<file path="config.mk">
export PLATFORM = sky130hd
export DESIGN_NAME = cp0_tlb_timer
export DESIGN_NICKNAME = d
export VERILOG_FILES = /design/src/rtl/cp0_tlb_timer.sv
export SDC_FILE = /design/constraint.sdc
export NUM_CORES = 1
export LEC_CHECK = 0
export ABC_AREA = 1
export CORE_UTILIZATION = 49
export DETAILED_ROUTE_END_ITERATION = 10
export PLACE_DENSITY_LB_ADDON = 0.12
export SLEW_MARGIN = 25
export SYNTH_ARGS = -nofsm -noshare
export SYNTH_HDL_FRONTEND = slang
export SYNTH_SLANG_ARGS = --single-unit
</file>
<file path="constraint.sdc">
create_clock -name clk -period 2.5 [get_ports clk]
set_input_delay 0.5 -clock clk [delete_from_list [all_inputs] [get_ports clk]]
set_output_delay 0.5 -clock clk [all_outputs]
set_load 0.02 [all_outputs]
</file>
<file path="src/rtl/cp0_tlb_timer.sv">
// ============================================================================
// Module   : cp0_tlb_timer
// Purpose  : MIPS system-control coprocessor (CP0). Holds the TLB helper
//            registers (Index, Random, Wired, EntryLo0/1, EntryHi), the
//            exception state (BadVAddr, Status, Cause, EPC) and a Count/
//            Compare timer. Prioritises exceptions and interrupts, and
//            supplies the trap vector and the ERET target to fetch.
// Ports    :
//   clk, reset                 clock, synchronous active-high reset
//   cpu_pause_i                freezes all state, blocks exception accept
//   cp0_wen_i/addr_i/data_i    MTC0 strobe, register number, write data
//   cp0_data_o                 MFC0 combinational read of cp0_addr_i
//   instr_eret_i/syscall_i     ERET / SYSCALL at MEM
//   exc_*_i, exc_rw_i          memory exceptions, 1 = store / 0 = load
//   epc_i, badvaddr_i          faulting PC / faulting virtual address
//   tlb_probe_*_i              TLBP result
//   hw_int_i                   level-sensitive external interrupts
//   exc_taken_o, exc_vector_o  exception accepted this cycle and its target
//   cp0_*_o                    live register values
//   timer_int_o                Cause.TI
// Revision : 1.0 - initial release
// ============================================================================
`default_nettype none

module cp0_tlb_timer #(
    parameter int TLB_ENTRIES = 16,
    parameter int N_HW_INT    = 6,
    parameter int COUNT_DIV   = 2,
    localparam int IDX_W      = $clog2(TLB_ENTRIES)
) (
    input  logic             clk,
    input  logic             reset,
    input  logic             cpu_pause_i,
    input  logic             cp0_wen_i,
    input  logic [4:0]       cp0_addr_i,
    input  logic [31:0]      cp0_data_i,
    output logic [31:0]      cp0_data_o,
    input  logic             instr_eret_i,
    input  logic             instr_syscall_i,
    input  logic             exc_addr_error_i,
    input  logic             exc_tlb_mod_i,
    input  logic             exc_tlb_refill_i,
    input  logic             exc_tlb_invalid_i,
    input  logic             exc_rw_i,
    input  logic [31:0]      epc_i,
    input  logic [31:0]      badvaddr_i,
    input  logic             tlb_probe_valid_i,
    input  logic             tlb_probe_hit_i,
    input  logic [IDX_W-1:0] tlb_probe_index_i,
    input  logic [N_HW_INT-1:0] hw_int_i,
    output logic             exc_taken_o,
    output logic [31:0]      exc_vector_o,
    output logic [31:0]      cp0_epc_o,
    output logic [31:0]      cp0_status_o,
    output logic [31:0]      cp0_cause_o,
    output logic [31:0]      cp0_index_o,
    output logic [31:0]      cp0_random_o,
    output logic [31:0]      cp0_entryhi_o,
    output logic             timer_int_o
);

    // ------------------------------------------------------------------
    // Constants
    // ------------------------------------------------------------------
    localparam logic [4:0] c_REG_INDEX    = 5'd0;
    localparam logic [4:0] c_REG_RANDOM   = 5'd1;
    localparam logic [4:0] c_REG_ENTRYLO0 = 5'd2;
    localparam logic [4:0] c_REG_ENTRYLO1 = 5'd3;
    localparam logic [4:0] c_REG_WIRED    = 5'd6;
    localparam logic [4:0] c_REG_BADVADDR = 5'd8;
    localparam logic [4:0] c_REG_COUNT    = 5'd9;
    localparam logic [4:0] c_REG_ENTRYHI  = 5'd10;
    localparam logic [4:0] c_REG_COMPARE  = 5'd11;
    localparam logic [4:0] c_REG_STATUS   = 5'd12;
    localparam logic [4:0] c_REG_CAUSE    = 5'd13;
    localparam logic [4:0] c_REG_EPC      = 5'd14;

    localparam logic [4:0] c_EXC_INT  = 5'd0;
    localparam logic [4:0] c_EXC_MOD  = 5'd1;
    localparam logic [4:0] c_EXC_TLBL = 5'd2;
    localparam logic [4:0] c_EXC_TLBS = 5'd3;
    localparam logic [4:0] c_EXC_ADEL = 5'd4;
    localparam logic [4:0] c_EXC_ADES = 5'd5;
    localparam logic [4:0] c_EXC_SYS  = 5'd8;

    localparam logic [31:0] c_VEC_REFILL  = 32'h8000_0000;
    localparam logic [31:0] c_VEC_GENERAL = 32'h8000_0180;

    localparam int              PS_W       = (COUNT_DIV > 1) ? $clog2(COUNT_DIV) : 1;
    localparam logic [PS_W-1:0] c_PS_LAST  = PS_W'(COUNT_DIV - 1);
    localparam logic [IDX_W-1:0] c_RND_TOP = IDX_W'(TLB_ENTRIES - 1);

    // ------------------------------------------------------------------
    // Architectural state
    // ------------------------------------------------------------------
    logic             r_index_p;
    logic [IDX_W-1:0] r_index_idx;
    logic [IDX_W-1:0] r_random;
    logic [31:0]      r_wired;
    logic [25:0]      r_entrylo0;
    logic [25:0]      r_entrylo1;
    logic [18:0]      r_vpn2;
    logic [7:0]       r_asid;
    logic [31:0]      r_badvaddr;
    logic [31:0]      r_count;
    logic [PS_W-1:0]  r_presc;
    logic [31:0]      r_compare;
    logic [7:0]       r_im;
    logic             r_um;
    logic             r_exl;
    logic             r_ie;
    logic             r_ti;
    logic [1:0]       r_ip_sw;
    logic [4:0]       r_exccode;
    logic [31:0]      r_epc;

    // ------------------------------------------------------------------
    // Interrupt lines and pending logic
    // ------------------------------------------------------------------
    logic [5:0] w_hw;
    logic [7:0] w_ip;
    logic       w_int_pend;

    // Zero-extend the external lines to the six hardware IP slots.
    always_comb begin
        w_hw                 = '0;
        w_hw[N_HW_INT-1:0]   = hw_int_i;
    end

    // IP[7] is shared between the top hardware line and the timer.
    assign w_ip       = {w_hw[5] | r_ti, w_hw[4:0], r_ip_sw};
    assign w_int_pend = (|(w_ip & r_im)) && r_ie && !r_exl;

    // ------------------------------------------------------------------
    // Exception prioritisation
    // ------------------------------------------------------------------
    logic       w_any_exc;
    logic       w_exc_taken;
    logic [4:0] w_code;
    logic       w_sel_tlb;
    logic       w_sel_badv;
    logic       w_sel_refill;

    assign w_any_exc = w_int_pend | exc_addr_error_i | exc_tlb_mod_i |
                       exc_tlb_refill_i | exc_tlb_invalid_i | instr_syscall_i;
    assign w_exc_taken = !cpu_pause_i && w_any_exc;

    always_comb begin
        w_code       = c_EXC_SYS;
        w_sel_tlb    = 1'b0;
        w_sel_badv   = 1'b0;
        w_sel_refill = 1'b0;
        if (w_int_pend) begin
            w_code = c_EXC_INT;
        end else if (exc_addr_error_i) begin
            w_code     = exc_rw_i ? c_EXC_ADES : c_EXC_ADEL;
            w_sel_badv = 1'b1;
        end else if (exc_tlb_mod_i) begin
            w_code     = c_EXC_MOD;
            w_sel_badv = 1'b1;
            w_sel_tlb  = 1'b1;
        end else if (exc_tlb_refill_i) begin
            w_code       = exc_rw_i ? c_EXC_TLBS : c_EXC_TLBL;
            w_sel_badv   = 1'b1;
            w_sel_tlb    = 1'b1;
            w_sel_refill = 1'b1;
        end else if (exc_tlb_invalid_i) begin
            w_code     = exc_rw_i ? c_EXC_TLBS : c_EXC_TLBL;
            w_sel_badv = 1'b1;
            w_sel_tlb  = 1'b1;
        end
    end

    // The dedicated refill vector is only used for a first-level refill;
    // a nested refill goes through the general handler.
    assign exc_taken_o  = w_exc_taken;
    assign exc_vector_o = (w_sel_refill && !r_exl) ? c_VEC_REFILL : c_VEC_GENERAL;

    // ------------------------------------------------------------------
    // Write qualifiers, timer tick, Random next value
    // ------------------------------------------------------------------
    logic             w_wr;
    logic             w_tick;
    logic             w_wired_wr;
    logic [IDX_W-1:0] w_random_nxt;

    // An accepted exception drops a same-cycle MTC0.
    assign w_wr       = cp0_wen_i && !cpu_pause_i && !w_exc_taken;
    assign w_wired_wr = w_wr && (cp0_addr_i == c_REG_WIRED);
    assign w_tick     = (r_presc == c_PS_LAST);

    always_comb begin
        w_random_nxt = r_random - 1'b1;
        if (w_wired_wr || (r_wired >= 32'(TLB_ENTRIES)) ||
            (32'(r_random) <= r_wired)) begin
            w_random_nxt = c_RND_TOP;
        end
    end

    // ------------------------------------------------------------------
    // State update
    // ------------------------------------------------------------------
    always_ff @(posedge clk) begin
        if (reset) begin
            r_index_p   <= 1'b0;
            r_index_idx <= '0;
            r_random    <= c_RND_TOP;
            r_wired     <= '0;
            r_entrylo0  <= '0;
            r_entrylo1  <= '0;
            r_vpn2      <= '0;
            r_asid      <= '0;
            r_badvaddr  <= '0;
            r_count     <= '0;
            r_presc     <= '0;
            r_compare   <= 32'hFFFF_FFFF;
            r_im        <= '0;
            r_um        <= 1'b0;
            r_exl       <= 1'b1;
            r_ie        <= 1'b0;
            r_ti        <= 1'b0;
            r_ip_sw     <= '0;
            r_exccode   <= '0;
            r_epc       <= '0;
        end else if (!cpu_pause_i) begin
            // Random / Wired
            r_random <= w_random_nxt;
            if (w_wired_wr) begin
                r_wired <= cp0_data_i;
            end

            // Count with prescaler. A Count write also restarts the
            // prescaler so the first increment is a full period away.
            if (w_wr && (cp0_addr_i == c_REG_COUNT)) begin
                r_count <= cp0_data_i;
                r_presc <= '0;
            end else if (w_tick) begin
                r_count <= r_count + 32'd1;
                r_presc <= '0;
            end else begin
                r_presc <= r_presc + 1'b1;
            end

            // Compare / TI: a Compare write clears TI even on a match.
            if (w_wr && (cp0_addr_i == c_REG_COMPARE)) begin
                r_compare <= cp0_data_i;
                r_ti      <= 1'b0;
            end else if (r_count == r_compare) begin
                r_ti <= 1'b1;
            end

            // EntryLo
            if (w_wr && (cp0_addr_i == c_REG_ENTRYLO0)) begin
                r_entrylo0 <= cp0_data_i[25:0];
            end
            if (w_wr && (cp0_addr_i == c_REG_ENTRYLO1)) begin
                r_entrylo1 <= cp0_data_i[25:0];
            end

            // Index: a probe result takes precedence over MTC0.
            if (tlb_probe_valid_i) begin
                r_index_p <= !tlb_probe_hit_i;
                if (tlb_probe_hit_i) begin
                    r_index_idx <= tlb_probe_index_i;
                end
            end else if (w_wr && (cp0_addr_i == c_REG_INDEX)) begin
                r_index_idx <= cp0_data_i[IDX_W-1:0];
            end

            // EntryHi
            if (w_exc_taken && w_sel_tlb) begin
                r_vpn2 <= badvaddr_i[31:13];
            end else if (w_wr && (cp0_addr_i == c_REG_ENTRYHI)) begin
                r_vpn2 <= cp0_data_i[31:13];
                r_asid <= cp0_data_i[7:0];
            end

            // BadVAddr is read-only to software.
            if (w_exc_taken && w_sel_badv) begin
                r_badvaddr <= badvaddr_i;
            end

            // EPC: nested exceptions keep the original return address.
            if (w_exc_taken) begin
                if (!r_exl) begin
                    r_epc <= epc_i;
                end
            end else if (w_wr && (cp0_addr_i == c_REG_EPC)) begin
                r_epc <= cp0_data_i;
            end

            // Status / Cause
            if (w_exc_taken) begin
                r_exl     <= 1'b1;
                r_exccode <= w_code;
            end else begin
                if (w_wr && (cp0_addr_i == c_REG_STATUS)) begin
                    r_im  <= cp0_data_i[15:8];
                    r_um  <= cp0_data_i[4];
                    r_exl <= cp0_data_i[1];
                    r_ie  <= cp0_data_i[0];
                end
                if (w_wr && (cp0_addr_i == c_REG_CAUSE)) begin
                    r_ip_sw <= cp0_data_i[9:8];
                end
                if (instr_eret_i) begin
                    r_exl <= 1'b0;
                end
            end
        end
    end

    // ------------------------------------------------------------------
    // Register views and MFC0 read mux
    // ------------------------------------------------------------------
    assign cp0_status_o  = {16'b0, r_im, 3'b0, r_um, 2'b0, r_exl, r_ie};
    assign cp0_cause_o   = {1'b0, r_ti, 14'b0, w_ip, 1'b0, r_exccode, 2'b0};
    assign cp0_index_o   = {r_index_p, {(31-IDX_W){1'b0}}, r_index_idx};
    assign cp0_random_o  = {{(32-IDX_W){1'b0}}, r_random};
    assign cp0_entryhi_o = {r_vpn2, 5'b0, r_asid};
    assign cp0_epc_o     = r_epc;
    assign timer_int_o   = r_ti;

    always_comb begin
        cp0_data_o = 32'd0;
        case (cp0_addr_i)
            c_REG_INDEX:    cp0_data_o = cp0_index_o;
            c_REG_RANDOM:   cp0_data_o = cp0_random_o;
            c_REG_ENTRYLO0: cp0_data_o = {6'b0, r_entrylo0};
            c_REG_ENTRYLO1: cp0_data_o = {6'b0, r_entrylo1};
            c_REG_WIRED:    cp0_data_o = r_wired;
            c_REG_BADVADDR: cp0_data_o = r_badvaddr;
            c_REG_COUNT:    cp0_data_o = r_count;
            c_REG_ENTRYHI:  cp0_data_o = cp0_entryhi_o;
            c_REG_COMPARE:  cp0_data_o = r_compare;
            c_REG_STATUS:   cp0_data_o = cp0_status_o;
            c_REG_CAUSE:    cp0_data_o = cp0_cause_o;
            c_REG_EPC:      cp0_data_o = r_epc;
            default:        cp0_data_o = 32'd0;
        endcase
    end

endmodule

`default_nettype wire

</file>
Word level (Yosys, flattened, before mapping)
Index checks and enable logic that the tools add are counted.
W data, S select, Z words.
- bits in registers: 268
- bits of input ports: 124
- add/sub/neg operators: 3
- order comparisons: 2
- equality and inequality tests: 14
- multiplexer cells: 38
- bitwise operators: 10
- reductions and logical operators: 48
- operators by type and width (kind ; number):
    $pmux W32 S12 ; 1
    $mux W32 ; 5
    $mux W19 ; 2
    $mux W4 ; 9
    $eq A5 B4 Y1 const B ; 7
    $add A32 B1 Y32 const B ; 1
    $eq A32 B32 Y1 ; 1
    $ge A32 B5 Y1 const B ; 1
    $le A4 B32 Y1 ; 1
    $reduce_and A2 Y1 ; 11
    $mux W1 ; 20
    $logic_and A1 B1 Y1 ; 18
    $reduce_and A3 Y1 ; 5
    $eq A5 B2 Y1 const B ; 2
    $reduce_bool A2 Y1 ; 5
    $mux W9 ; 1
    $and A8 B8 Y8 ; 1
    $reduce_or A8 Y1 ; 1
    $or A1 B1 Y1 ; 6
    $eq A5 B1 Y1 const B ; 1
    $eq A5 B3 Y1 const B ; 1
    $logic_not A5 Y1 ; 1
    $logic_not A1 Y1 ; 4
    $sub A4 B1 Y4 const B ; 1
    6 further kinds ; 9

Longest topological paths before layout
Gate-level depths: netlist (run 1).
- depth in word-level cells: 17
- mapped depth: 14
- mapped depth without buffers: 13

Worst setup path before layout (run 1)
OpenSTA, ideal clock, no wires.
- path kind: input -> output
- start point: input port cp0_addr_i[4]
- end point: output port cp0_data_o[26]
- arrival time: 1787 ps
- slack: 213 ps
- stages on the path: 7
- cells stage by stage: inv_1 > nand3_1 > nor2_1 > clkbuf_1 > buf_1 > a221oi_1 > nand3_1
- cells in the longest elaborated chain, start to end: 2
- elaborated cells between the ends (all ways): 13
- RTL lines (item ; RTL line ; RTL):
    from (decl) ; 35 ; input logic [4:0] cp0_addr_i,
    $eq A5 B4 Y1, or another cell as far along ; 326 ; case (cp0_addr_i)
    $pmux W32 S12 * ; 326 ;
    to (decl) ; 37 ; output logic [31:0] cp0_data_o,
Mark *: on every way between the ends. The rest lies on a longest branch, timed or not.

Final worst setup path (run 1)
- start point: input port cp0_addr_i[2]
- end point: output port cp0_data_o[6]
The elaborated chain is that of the path after synthesis.

==> results of run 1 <==
-- area by class of cell --
type | instances | area share [%]
clock inverter | 15 | 0.700
sequential | 267 | 27.4
clock buffer | 38 | 4.21
timing repair buffer | 431 | 21.6
inverter | 168 | 3.33
tap | 384 | 2.47
multi-input combinational | 1525 | 40.3
-- synth_stat cells, drive strengths merged (18+ instances only) --
cell type	n
xor2	30
nand4	18
o211ai	28
a221oi	47
nor2	211
clkbuf	88
o22ai	24
inv	166
buf	179
dfxtp	267
o21ai	276
nand2	421
nand3	102
a21oi	178
-- cells by family after synthesis --
group                      share of synthesized area [%]
and+or+nand+nor                                     22.3
adders and majority gates                          0.522
buffers and inverters                               15.5
AOI/OAI and AO/OA                                   22.2
other                                             0.0522
DFF                                                 37.2
xor gates and xnor gates                            2.25
-- worst max-delay path: stages --
cell,delay (ps)
buf_2,100
inv_2,50
buf_4,120
nand4_1,160
clkinv_2,160
bufbuf_16,300
a221oi_4,260
o211ai_1,180
buf_4,200
-- metal layers --
layer  routed length [µm]  vias up  global-route usage, %
met5                   18        -                      0
li1                     -     7368                      -
met4                 1790        4                   11.8
met1                27100     7626                   58.7
met3                 8520      140                   12.3
met2                25500     1124                   56.1
-- per-stage QoR --
stage | utilization (%) | TNS, ps
2_1_floorplan | - | 0
3_3_place_gp | 62.0 | -67380
4_1_cts | 66.5 | 0
3_5_place_dp | 62.0 | -77440
6_report | 67.7 | -72.2
5_1_grt | 67.7 | -171
-- where the power goes --
part,total (W),switching [W],internal [W]
combinational,0.00166,0.00105,0.000608
sequential,0.00448,0.000110,0.00437
clock,0.00433,0.00183,0.00251
-- repair_timing --
item,CTS,global route
pin swaps,25,29
hold buffers,0,0
gates resized for setup,247,90
buffers inserted,6,5
setup endpoints to repair,35,36
cloned,3,1
-- final timing paths --
check,startpoint,to,slack [ps]
worst max-delay path,cp0_addr_i[2],cp0_data_o[6],-30
worst min-delay path,r_badvaddr[12]$_SDFFE_PP0P_,r_badvaddr[12]$_SDFFE_PP0P_,480
worst max register to register,r_ie$_SDFFE_PP0P_,cp0_epc_o[13]$_SDFFE_PP0P_,180
worst min register to register,r_badvaddr[12]$_SDFFE_PP0P_,r_badvaddr[12]$_SDFFE_PP0P_,480
-- sequential cells by signal, summed over array words and instances, names as in the netlist, 19 cells and up --
| name | cells |
|---|---|
| r_entrylo1 | 26 |
| cp0_epc_o | 32 |
| r_count | 32 |
| r_entrylo0 | 26 |
| r_compare | 32 |
| r_vpn2 | 19 |
| r_badvaddr | 32 |
| r_wired | 32 |
-- placed cells by master, fill, tap and decap left out, types with 6 or more instances in the layout --
cell type	instances
inv_1	150
nand2_1	415
conb_1	130
o22ai_1	18
buf_2	15
buf_4	152
nand3_1	92
nor2_2	18
a221oi_4	6
clkbuf_8	6
buf_12	29
nand4_1	17
nor3_1	14
ha_1	6
buf_6	19
o21ai_1	31
nor2_4	6
a22oi_1	8
nor4_1	8
o211ai_1	28
nand3_2	7
xnor2_1	7
clkdlybuf4s50_1	204
o21ai_0	242
a221oi_2	29
inv_4	6
a21oi_1	175
dfxtp_1	266
nor2_1	187
inv_2	10
a221oi_1	12
xor2_1	30
clkinv_2	11
clkbuf_16	30
==> results.tsv, run 1 <==
metric	value	unit
yosys.area.top_type	dfxtp_1	
track_usage	40.2	%
clock-sinks	267	
syn_avg_cell_area	6.85	µm²
p_leak	8.54	nW
fmax	0.395	GHz
totalPowerFinal	0.0105	W
synthTopCellsByArea	dfxtp_1 (37%), nand2_1 (11%), o21ai_0 (8.8%), buf_4 (7.6%), a21oi_1 (6.2%)	
wl_per_cell	22.3	µm
synth_area	14400	µm²
grt_pass1_vias	14800	
place_area	17800	µm²
syn2layout_area_growth	35.5	%
arrival	2030	ps
pre_cts_ws	-1030	ps
rsz0062_at_grt	yes	
ys_seq_elements	267	
pin_count	382	
setup_viol	3	
final_antenna_net_count	0	
synth_edf_count	0	
ir_worst_vdd	0.000629	V
die_h	173	µm
viasPerCell	5.75	
startpoint_type	primary input	
overflow	0	
skew	13.5	ps
regArea	5350	µm²
cts_max_level	1	
diodes	0	
dp_hpwl	47700	µm
timing_max_transition_violations_final	0	
numCtsBuffers	29	
final.setup.worst_slack	-34.0	ps
multi_input_area	7840	µm²
drc_errors	0	
fill_cells	2549	
ys.flop_type	dfxtp_1	
cts_root_buf	clkbuf_16	
die-area	30000	µm²
syn_inst	2099	
firstDrtPassIters	6	
grt_max_degree	132	
yosysWarnings	0	
synth-seq-area-share	37.2	%
synth_top_cell_area_share	37.2	%
core_area	28800	µm²
synthArstFlopShare	0	%
row_count	62	
insertion_delay	550	ps
io_buffers	251	
fp.dieW	173	µm
clockBufferDepth	3	
fin_area	19500	µm²
maxCapViolCount	0	
stdcell_count	2828	
tightest_slew	636	ps
synth.distinct_cells	38	
antenna_found_initial	2	
slew_headroom	57.2	%
violations	negative setup slack	
whs	477	ps
start_util	50.0	%
critPathRequiredTime	2000	ps
final_nets	2552	
cp-end-kind	primary output	
hold_violations	0	
rr_worst_depth	12	
wl	63000	µm
placed_cells_incl_taps	2763	
drive_gt1_share	15.7	%
vias	16300	
grt_pass1_wl	91100	µm
cts_tree	done	
critPathMaxFanout	4	
path_clk_slew	60	ps
drt_iter0_markers	2442	
fin_crit	2530	ps
hold_class	flop to flop	
gp_congestion	1.08	
fin_crit_sh	101	%
min_path_cells	2	
p_per_area	538	nW/µm²
crit_type	primary input to primary output	
status	complete, but fails checks	
Power figures use the tool's default switching activity.
==> inputs of run 2 (changes only) <==
Settings changed: CORE_UTILIZATION 49 to 28.
==> results.tsv, run 2 (synthesis results as in run 1) <==
metric	value	unit
status	completed	
wl	72000	µm
drt_iter0_markers	1293	
hold_class	primary input to flop	
viasPerCell	4.92	
timing_max_transition_violations_final	0	
wl_per_cell	22.8	µm
critPathRequiredTime	2000	ps
startpoint_type	primary input	
pin_count	382	
clockBufferDepth	3	
drive_gt1_share	15.8	%
cts_root_buf	clkbuf_16	
final_antenna_net_count	0	
track_usage	26.8	%
diodes	0	
vias	15600	
critPathMaxFanout	9	
insertion_delay	560	ps
rsz0062_at_grt	yes	
hold_violations	0	
grt_pass1_vias	14500	
reg2reg_to	r_count[26]$_SDFFE_PP0P_	
gp_congestion	0.957	
maxCapViolCount	0	
crit_type	primary input to primary output	
dp_hpwl	56100	µm
min_path_cells	4	
skew	24.5	ps
antenna_found_initial	0	
drc_errors	0	
p_per_area	561	nW/µm²
pre_cts_ws	-946	ps
rr_worst_depth	13	
die_h	229	µm
setup_viol	0	
numCtsBuffers	35	
arrival	1980	ps
whs	461	ps
fp.dieW	229	µm
cp-end-kind	primary output	
core_area	50400	µm²
p_leak	8.82	nW
min-delay-start	reset	
syn2layout_area_growth	40.4	%
tightest_slew	912	ps
overflow	0	
slew_headroom	38.7	%
io_buffers	251	
final_nets	2593	
clock-sinks	267	
path_clk_slew	50	ps
cts_max_level	2	
die-area	52300	µm²
postCtsHoldBufs	0	
fin_crit	2480	ps
reg2reg_setup_slack	280	ps
final_cell_mix	nand2_1 (415), dfxtp_1 (267), o21ai_0 (240), clkdlybuf4s50_1 (206), nor2_1 (190)	
grt_max_degree	55	
multi_input_area	7630	µm²
final.setup.worst_slack	16.4	ps
layout_commonest_cell	nand2_1	
ir_worst_vdd	0.000366	V
totalPowerFinal	0.0113	W
regArea	5350	µm²
row_count	82	
tns	0	ps
start_util	28.6	%
fmax	0.403	GHz
firstDrtPassIters	5	
reg2reg_from	r_count[1]$_SDFFE_PP0P_	
cts_tree	done	
grt_pass1_wl	103000	µm
fin_crit_sh	99.3	%
holdPathEnd	r_index_idx[3]$_SDFFE_PP0P_	
fill_cells	5292	
-- run 2: area by class of cell --
class,count,area share (%)
multi-input combinational,1525,37.8
sequential,267,26.5
timing repair buffer,466,22.7
clock buffer,49,4.85
tap,672,4.16
inverter,168,3.20
clock inverter,12,0.787
-- run 2: worst max-delay path by stage --
stage                  start               to  slack [ps]  depth (start not counted)
6_report       cp0_addr_i[0]    cp0_data_o[0]          20                         10
5_1_grt        cp0_addr_i[0]    cp0_data_o[4]         -40                         12
4_1_cts          hw_int_i[0]  exc_vector_o[7]           6                         10
3_5_place_dp   cp0_addr_i[0]    cp0_data_o[1]        -950                         10
3_3_place_gp   cp0_addr_i[2]   cp0_data_o[20]        -940                         10
2_1_floorplan  cp0_addr_i[4]   cp0_data_o[26]         210                          7
-- run 2: timing repair --
action                     4_1_cts  5_1_grt
pin swaps                       22       24
setup endpoints to repair       35       32
cloned                           2        0
gates resized for setup        200       60
setup buffers                   11        6
-- run 2: metal layers --
layer,part of all wire (%),track usage (%)
met1,46,37.3
met2,45,42.9
met3,6.3,3.89
met4,2.6,6.90
met5,0,0
-- run 2: through the flow --
| step | area, µm² | utilization [%] | instances |
|---|---|---|---|
| 3_3_place_gp | 18500 | 36.7 | 3079 |
| 2_1_floorplan | 14900 | - | 2227 |
| 4_1_cts | 19900 | 39.6 | 3153 |
| 6_report | 20200 | 40.1 | 3159 |
| 5_1_grt | 20200 | 40.1 | 3159 |
| 3_5_place_dp | 18500 | 36.7 | 3079 |
-- run 2: worst max-delay path, stage by stage --
cell and delay (ps):
clkbuf_4 160, inv_2 90, nor2_4 30, inv_1 80, nor2_4 50, buf_6 150
buf_4 150, a221oi_1 320, nand3_1 240, buf_6 200
-- run 2: power by group --
| group | switching (W) | internal [W] | leakage (nW) |
|---|---|---|---|
| registers | 0.000114 | 0.00438 | 2.17 |
| logic | 0.00106 | 0.000633 | 6.09 |
| clock network | 0.00209 | 0.00306 | 0.551 |
| total | 0.00326 | 0.00807 | 8.82 |
